[config.mk]
export PLATFORM = sky130hd
export DESIGN_NAME = fifo_sync_mc
export DESIGN_NICKNAME = d
export VERILOG_FILES = /design/src/rtl/fifo_mc_pkg.sv /design/src/rtl/dual_port_ram.sv /design/src/rtl/fifo_sync_mc.sv
export SDC_FILE = /design/constraint.sdc
export NUM_CORES = 1
export LEC_CHECK = 0
export CORE_MARGIN = 1.5
export CORE_UTILIZATION = 45
export CTS_CLUSTER_SIZE = 16
export DETAILED_ROUTE_END_ITERATION = 8
export DONT_BUFFER_PORTS = 1
export PLACE_DENSITY = 0.67
export SYNTH_ARGS = -nofsm -noshare
export SYNTH_HDL_FRONTEND = slang
export SYNTH_SLANG_ARGS = --single-unit
[constraint.sdc]
create_clock -name clk -period 3.3 [get_ports clk]
set_input_delay 0.495 -clock clk [delete_from_list [all_inputs] [get_ports clk]]
set_output_delay 0.495 -clock clk [all_outputs]
set_load 0.01 [all_outputs]
[src/rtl/fifo_mc_pkg.sv]
// fifo_mc_pkg: sizing helpers shared by the multi-channel FIFO and its bench
package fifo_mc_pkg;
  function automatic int depth_of(input int aw);
    return 1 << aw;
  endfunction
  function automatic int ch_bits_of(input int n);
    return (n > 1) ? $clog2(n) : 1;
  endfunction
  // pointers and counts carry one wrap bit above the slot index
  function automatic int cnt_w(input int aw);
    return aw + 1;
  endfunction
endpackage

[src/rtl/dual_port_ram.sv]
// dual_port_ram: synchronous-write RAM with a 1-cycle registered read port
module dual_port_ram #(
  parameter int DATA_WIDTH = 8,
  parameter int ADDR_WIDTH = 4
) (
  input  logic                  clk,
  input  logic                  we,
  input  logic [ADDR_WIDTH-1:0] waddr,
  input  logic [DATA_WIDTH-1:0] wdata,
  input  logic                  re,
  input  logic [ADDR_WIDTH-1:0] raddr,
  output logic [DATA_WIDTH-1:0] q
);
  logic [DATA_WIDTH-1:0] mem [2**ADDR_WIDTH];
  always_ff @(posedge clk) begin
    if (we) mem[waddr] <= wdata;
    if (re) q <= mem[raddr];
  end
endmodule

[src/rtl/fifo_sync_mc.sv]
// fifo_sync_mc: NUM_CH logical FIFOs sharing one dual_port_ram, one write and one read per cycle.
// Optional almost_full/almost_empty flags under FIFO_MC_ALMOST_FLAGS_EN.
module fifo_sync_mc
  import fifo_mc_pkg::*;
#(
  parameter int DATA_WIDTH = 8,
  parameter int ADDR_WIDTH = 4,
  parameter int NUM_CH     = 4,
  parameter int CH_BITS    = ch_bits_of(NUM_CH)
`ifdef FIFO_MC_ALMOST_FLAGS_EN
  , parameter int AF_LEVEL = depth_of(ADDR_WIDTH) - 2,
  parameter int AE_LEVEL   = 2
`endif
) (
  input  logic                  clk,
  input  logic                  reset_n,
  input  logic                  wr_en,
  input  logic [CH_BITS-1:0]    wr_ch,
  input  logic [DATA_WIDTH-1:0] wrdata,
  input  logic                  rd_en,
  input  logic [CH_BITS-1:0]    rd_ch,
  output logic [DATA_WIDTH-1:0] rdata,
  output logic                  rd_valid,
  output logic [NUM_CH-1:0]     full,
  output logic [NUM_CH-1:0]     empty,
  output logic                  wr_err,
  output logic                  rd_err
`ifdef FIFO_MC_ALMOST_FLAGS_EN
  , output logic [NUM_CH-1:0]   almost_full,
  output logic [NUM_CH-1:0]     almost_empty
`endif
);
  localparam int CW = cnt_w(ADDR_WIDTH);
  logic [NUM_CH-1:0] wr_sel, rd_sel;
  logic [ADDR_WIDTH-1:0] wr_lo [NUM_CH];
  logic [ADDR_WIDTH-1:0] rd_lo [NUM_CH];
  logic [ADDR_WIDTH-1:0] wr_slot, rd_slot;
  logic [DATA_WIDTH-1:0] ram_q, hold;
  logic wr_ok, rd_ok;
  // an out-of-range channel selects nothing, so it is refused like a full/empty one
  assign wr_ok = wr_en && |(wr_sel & ~full);
  assign rd_ok = rd_en && |(rd_sel & ~empty);
  always_comb begin
    wr_slot = '0;
    rd_slot = '0;
    for (int i = 0; i < NUM_CH; i++) begin
      wr_slot = wr_sel[i] ? wr_lo[i] : wr_slot;
      rd_slot = rd_sel[i] ? rd_lo[i] : rd_slot;
    end
  end
  for (genvar c = 0; c < NUM_CH; c++) begin : g_ch
    logic [CW-1:0] wp, rp, wp_n, rp_n;
    logic full_q, empty_q;
    assign wr_sel[c] = wr_ch == CH_BITS'(c);
    assign rd_sel[c] = rd_ch == CH_BITS'(c);
    assign wp_n = wp + CW'(wr_ok & wr_sel[c]);
    assign rp_n = rp + CW'(rd_ok & rd_sel[c]);
    always_ff @(posedge clk) begin
      if (!reset_n) begin
        wp      <= '0;
        rp      <= '0;
        full_q  <= 1'b0;
        empty_q <= 1'b1;
      end else begin
        wp      <= wp_n;
        rp      <= rp_n;
        full_q  <= wp_n == {~rp_n[CW-1], rp_n[CW-2:0]};
        empty_q <= wp_n == rp_n;
      end
    end
    assign full[c]  = full_q;
    assign empty[c] = empty_q;
    assign wr_lo[c] = wp[ADDR_WIDTH-1:0];
    assign rd_lo[c] = rp[ADDR_WIDTH-1:0];
`ifdef FIFO_MC_ALMOST_FLAGS_EN
    logic [CW-1:0] cnt_n;
    logic af_q, ae_q;
    assign cnt_n = wp_n - rp_n;
    always_ff @(posedge clk) begin
      if (!reset_n) begin
        af_q <= 1'b0;
        ae_q <= 1'b1;
      end else begin
        af_q <= cnt_n >= CW'(AF_LEVEL);
        ae_q <= cnt_n <= CW'(AE_LEVEL);
      end
    end
    assign almost_full[c]  = af_q;
    assign almost_empty[c] = ae_q;
`endif
  end
  dual_port_ram #(.DATA_WIDTH(DATA_WIDTH), .ADDR_WIDTH(CH_BITS + ADDR_WIDTH)) u_ram (
    .clk(clk),
    .we(wr_ok),
    .waddr({wr_ch, wr_slot}),
    .wdata(wrdata),
    .re(rd_ok),
    .raddr({rd_ch, rd_slot}),
    .q(ram_q)
  );
  always_ff @(posedge clk) begin
    if (!reset_n) begin
      rd_valid <= 1'b0;
      wr_err   <= 1'b0;
      rd_err   <= 1'b0;
      hold     <= '0;
    end else begin
      rd_valid <= rd_ok;
      wr_err   <= wr_en && !wr_ok;
      rd_err   <= rd_en && !rd_ok;
      hold     <= rd_valid ? ram_q : hold;
    end
  end
  // the RAM output register is unreset, so idle cycles show the last delivered word
  assign rdata = rd_valid ? ram_q : hold;
endmodule
==> impl_metrics.tcl, run 1 <==
set metrics [dict create \
    status "finished, final reports clean" \
    clock-root-buffer "clkbuf_16" \
    avgViaCountPerCell 5.67 \
    finalCritPeriodShare_pct 95.9 \
    antenna_found_initial 5 \
    grt_use_total_pct 20.8 \
    fin_nets 1534 \
    period_needed_ns 3.17 \
    yosys.area.top_type_share_pct 67.0 \
    power_density_mw_per_mm2 555 \
    port_buffers 0 \
    grt_pass1_wl_mm 81.8 \
    clock-sinks 579 \
    cp.required_ns 3.63 \
    core_mm2 0.0512 \
    synth_area_per_cell_um2 16.8 \
    tns_ns 0 \
    drcViolationCount 0 \
    rows 83 \
    finalClockSkew_ns 0.0151 \
    postLayoutCellArea_mm2 0.0268 \
    finalWirelength_mm 54.4 \
    drive_gt1_share_pct 19.0 \
    vias 12700 \
    async_flop_share_pct 0 \
    synth.most_common_cell "edfxtp_1" \
    cts_buffer_depth 3 \
    hold_path_class "input port to flip-flop" \
    synth_seq_cells 579 \
    final_core_util_pct 52.4 \
    initialDrtViolationCount 1109 \
    routedWlPerCell_um 24.3 \
    arrival_ns 3.50 \
    crit_type "flip-flop to flip-flop" \
    syn_inst 1390 \
    antenna_left 0 \
    relSlewSlack_pct 47.2 \
    post_cts_buffers 0 \
    numCtsBuffers 58 \
    die_h_um 231 \
    power_w 0.0149 \
    htree_levels 2 \
    area.growth.synth_to_final_pct 15.1 \
    rrSetupSlack_ns 0.13 \
    hp-start "reset_n" \
    ir_drop_mv 0.384 \
    hold_viol 0 \
    slew_violations 0 \
    netlist-cell-type-count 47 \
    die_area_mm2 0.0531 \
    netlist_top_cells_count "520 x edfxtp_1, 135 x mux2i_1, 82 x nor2_1, 59 x dfxtp_1, 57 x nand2_1" \
    rsz0062_at_grt "no" \
    start_util_pct 45.5 \
    place_congestion 0.818 \
    synth_top_cell_by_area "edfxtp_1" \
    yosys-top-cells-area "edfxtp_1 67%, mux2i_1 5.8%, dfxtp_1 5.1%" \
    dpl-instance-area_mm2 0.0247 \
    clk_latency_ns 0.62 \
    worst_pin_slew_ns 0.790 \
    maxCapViolCount 0 \
    crit_path_start_kind "flip-flop" \
    power.static_leakage_nw 8.63 \
    synth_ff_type "edfxtp_1" \
    io_pins 35 \
    syn_area_mm2 0.0233 \
    dpl.hpwl_mm 33.3 \
    cts_tree "yes" \
    fmax_ghz 0.316 \
    setup_viol 0 \
    grt_pass1_vias 12800 \
    synth-edff-count 520 \
    seq_area_frac_synth_pct 72.1 \
    die_x_um 231 \
    r2r_start "g_ch[3].rp[1]" \
    synth-warning-count 0 \
    critPathMaxFanout 28 \
    synthesis.nets 1422 \
    overflow 0 \
    clk_pin_slew_ns 0.06 \
    end_kind "flip-flop" \
    grt_max_degree 65 \
    crit_start "g_ch[3].rp[1]" \
    dr.pass1.iters 5 \
]
kinds of logic (layout without fill, tap and decap cells):
family	Yosys count	count (layout)	synth area share [%]
AOI/OAI and AO/OA	161	161	5.11
muxes	213	213	11.9
DFF	579	579	72.1
other	0	2	0
and+or+nand+nor	287	287	6.10
buffers and inverters	86	247	2.09
adders and majority gates	16	16	0.859
xor gates and xnor gates	48	48	1.80
power breakdown:
part | switching [W] | internal, W | leakage, nW
clock network | 0.00268 | 0.00372 | 0.902
registers | 0.0000206 | 0.00802 | 5.15
logic | 0.000273 | 0.000154 | 2.58
per-stage QoR:
stage / instances / setup slack (ns) / hold WS [ns]
floorplan: 1390 / 0.330 / 0.508
global placement: 2110 / -0.425 / 0.521
detailed placement: 2110 / -0.376 / 0.529
CTS: 2231 / 0.0518 / 0.00408
global route: 2231 / 0.0348 / 0.0259
finish: 2233 / 0.134 / 0.0301
area by class of cell:
type,count,area [µm²]
Antenna cell,2,5.00
Sequential cell,579,16800
Clock inverter,27,226
Timing Repair Buffer,136,1250
Inverter,2,7.51
Multi-Input combinational cell,725,6050
Fill cell,4050,24400
Clock buffer,82,1630
Tap cell,680,851
flip-flops by register name, summed over array words and instances, names as in the netlist:
register and cells:
g_ch.rp 20, hold 8, u_ram.mem 512, u_ram.q 8, wr_err 1, g_ch.wp 20, g_ch.empty_q 4, rd_valid 1
rd_err 1, g_ch.full_q 4
placed cells by master, fill, tap and decap left out, types with 19 or more instances in the layout:
| master | netlist | layout |
|---|---|---|
| clkbuf_16 | 0 | 61 |
| xor2_1 | 38 | 38 |
| nor2b_1 | 25 | 24 |
| buf_4 | 16 | 119 |
| clkbuf_1 | 33 | 19 |
| mux2i_1 | 135 | 135 |
| edfxtp_1 | 520 | 520 |
| nand2_1 | 57 | 57 |
| a211oi_1 | 24 | 24 |
| mux2_2 | 29 | 29 |
| mux4_2 | 46 | 44 |
| dfxtp_1 | 59 | 59 |
| a21oi_1 | 33 | 33 |
| nor2_1 | 82 | 81 |
| and2_1 | 37 | 37 |
| nor4_1 | 23 | 22 |
final timing paths:
check | endpoint | depth (start not counted)
worst max register to register | u_ram.q[3] | 9
worst max-delay path | u_ram.q[3] | 9
worst min-delay path | g_ch[3].wp[4] | 1
worst min register to register | g_ch[0].rp[4] | 2
metal layers:
metal  GRT usage [%]  vias to the layer above  share of wire (%)
met5               0                        -              0.051
met2            32.8                      451                 47
met1            28.5                     6416                 42
met4            9.03                        4                3.5
li1                -                     5673                  -
met3            3.85                      112                6.6
what timing repair did:
action / 4_1_cts / 5_1_grt
hold endpoints to repair: 560 / 0
setup endpoints to repair: 3 / 3
pin swaps: 0 / 0
resized for setup: 4 / 4
hold buffers: 12 / 0
worst max-delay path, stage by stage, from the launching register on:
cell and delay [ns]:
dfxtp_1 0.36, mux4_4 0.73, buf_12 0.24, nor2_2 0.14, buf_4 0.33, a221o_1 0.20, a21oi_1 0.06, a2111oi_1 0.54
buf_4 0.21, nor4_1 0.04
Power figures use the tool's default switching activity.
==> run 2, diff against run 1 <==
--- a/config.mk
+++ b/config.mk
@@ -13,4 +13,5 @@
 export PLACE_DENSITY = 0.67
 export SYNTH_ARGS = -nofsm -noshare
 export SYNTH_HDL_FRONTEND = slang
+export SYNTH_HIERARCHICAL = 1
 export SYNTH_SLANG_ARGS = --single-unit
==> impl_metrics.tcl, run 2 <==
set metrics [dict create \
    antenna_left 0 \
    postLayoutCellArea_mm2 0.0264 \
    vias 11500 \
    setup_viol 0 \
    fill_cells 3901 \
    syn_area_mm2 0.0231 \
    synthesis.nets 1219 \
    path_cells "mux4_4, buf_4, mux4_2, mux2_2, o311ai_2, nand2_1" \
    cp.required_ns 3.63 \
    die_area_mm2 0.0526 \
    syn_inst 1187 \
    slowest_delay_ns 0.85 \
    io_pins 35 \
    clk_latency_ns 0.61 \
    seq_area_frac_synth_pct 72.8 \
    numCtsBuffers 55 \
    cp_top_family "multiplexers" \
    die_h_um 229 \
    grt_use_total_pct 20.2 \
    yosys.area.top_type_share_pct 67.7 \
    drcViolationCount 0 \
    start_util_pct 45.8 \
    grt_pass1_wl_mm 78.3 \
    dpl.hpwl_mm 31.6 \
    status "finished, final reports clean" \
    maxCapViolCount 0 \
    synth_top_cell_by_area "edfxtp_1" \
    critical_path.slowest_cell "mux4_4" \
    worst_pin_slew_ns 1.07 \
    place_congestion 0.842 \
    antenna_found_initial 2 \
    dr.pass1.iters 5 \
    tns_ns 0 \
    post_cts_buffers 0 \
    end_kind "flip-flop" \
    fin_nets 1334 \
    die_x_um 229 \
    yosys-top-cells-area "edfxtp_1 68%, mux4_2 13%, dfxtp_1 5.1%" \
    crit_path_start_kind "flip-flop" \
    synth_fa_ha_area_share_pct 0.868 \
    final_common_cell "edfxtp_1" \
    rows 82 \
    arrival_ns 3.48 \
    synth_area_per_cell_um2 19.4 \
    largest_reg_flops 512 \
    slew_violations 0 \
    top_regs "u_ram/mem x512, g_ch.rp x20, g_ch.wp x20" \
    async_flop_share_pct 0 \
    netlist-cell-type-count 54 \
    hold_viol 0 \
    finalWirelength_mm 52.0 \
    avgViaCountPerCell 5.70 \
    ir_drop_mv 0.375 \
    overflow 0 \
    hold_path_class "input port to flip-flop" \
    yosys.area_share.simple_pct 5.40 \
    final_cell_mix "520 x edfxtp_1, 132 x mux4_2, 105 x buf_4" \
    crit_type "flip-flop to flip-flop" \
    finalClockSkew_ns 0.0209 \
    area.growth.synth_to_final_pct 14.6 \
    top_register "u_ram/mem" \
    cts_buffer_depth 3 \
    period_needed_ns 3.15 \
    rsz0062_at_grt "no" \
    synth-edff-count 520 \
    power.static_leakage_nw 8.53 \
    grt_max_degree 65 \
    synth_xor_area_share_pct 1.70 \
    synth_seq_cells 579 \
    netlist_top_cells_count "520 x edfxtp_1, 134 x mux4_2, 100 x nor2_1, 59 x dfxtp_1, 43 x xor2_1" \
    routedWlPerCell_um 25.8 \
    initialDrtViolationCount 1286 \
    finalCritPeriodShare_pct 95.5 \
    relSlewSlack_pct 28.2 \
    clk_pin_slew_ns 0.06 \
    port_buffers 0 \
    muxShareOfSynthArea_pct 15.3 \
    worst-path-buf-inv 1 \
    synth_ff_type "edfxtp_1" \
    critPathMaxFanout 36 \
    clock-sinks 579 \
    synth.most_common_cell "edfxtp_1" \
    core_mm2 0.0504 \
    clock-root-buffer "clkbuf_16" \
    synth_top_family_by_area "multiplexers" \
    drive_gt1_share_pct 27.3 \
    synth-warning-count 6 \
    grt_pass1_vias 11900 \
    dpl-instance-area_mm2 0.0244 \
    synth_compound_area_share_pct 1.94 \
    htree_levels 2 \
    fmax_ghz 0.317 \
    cts_tree "yes" \
    power_density_mw_per_mm2 555 \
]
run 2: changes by cell type after synthesis, sizes merged, moves of 17 or more:
| cell | previous run | this run |
|---|---|---|
| nor2 | 83 | 100 |
| mux2i | 135 | 23 |
| mux4 | 48 | 136 |
| and2 | 52 | 34 |
| a21oi | 33 | 3 |
| nand2 | 57 | 20 |
| nor4 | 23 | 2 |
| a211oi | 24 | 4 |
run 2: kinds of logic after synthesis:
group                      count (synthesis)
DFF                                      579
and+or+nand+nor                          239
muxes                                    180
buffers and inverters                     71
AOI/OAI and AO/OA                         58
xor gates and xnor gates                  44
adders and majority gates                 16
run 2: repair_timing:
action,CTS,global route
resized for setup,0,1
hold buffers,17,0
endpoints found under the setup margin,0,1
endpoints found under the hold margin,432,0
run 2: per-layer routing:
layer	routed length (µm)	global-route usage, %
met1	21200	27.6
met2	25900	33.4
met3	3980	3.97
met4	950	5.24
met5	0	0
run 2: metrics by stage:
step,total power [W],setup WS [ns],hold slack (ns),utilization [%],instances
after floorplan,0.00841,0.398,0.485,-,1187
after global placement,0.00847,-0.0300,0.500,48.4,1900
after detailed placement,0.00847,-0.132,0.517,48.4,1900
after CTS,0.0148,0.0296,0.000470,52.4,2016
after global routing,0.0151,0.0915,0.0162,52.5,2016
final,0.0147,0.149,0.0259,52.5,2018
run 2: final cells by class:
| type | instances | area [µm²] | share of cell area, % |
|---|---|---|---|
| flip-flops and latches | 579 | 16800 | 63.5 |
| multi-input cells | 537 | 5830 | 22.1 |
| clock buffers | 70 | 1450 | 5.50 |
| repair buffers | 128 | 1200 | 4.53 |
| well taps | 672 | 841 | 3.18 |
| clock inverters | 29 | 302 | 1.14 |
| diodes | 2 | 5.00 | 0.0189 |
| inverters | 1 | 3.75 | 0.0142 |
run 2: path summary, 6_finish.rpt:
| kind | from | to | slack [ns] | cells after the start |
|---|---|---|---|---|
| setup / recovery | g_ch[3].rp[2] | u_ram/q[7] | 0.15 | 6 |
| hold / removal | reset_n | hold[7] | 0.03 | 1 |
| setup reg to reg | g_ch[3].rp[2] | u_ram/q[7] | 0.15 | 6 |
| hold reg to reg | g_ch[2].wp[4] | g_ch[2].wp[4] | 0.53 | 2 |
run 2: power breakdown:
part           switching, W  internal [W]
combinational      0.000257      0.000171
clock               0.00262       0.00357
sequential        0.0000207       0.00801
total               0.00290        0.0118
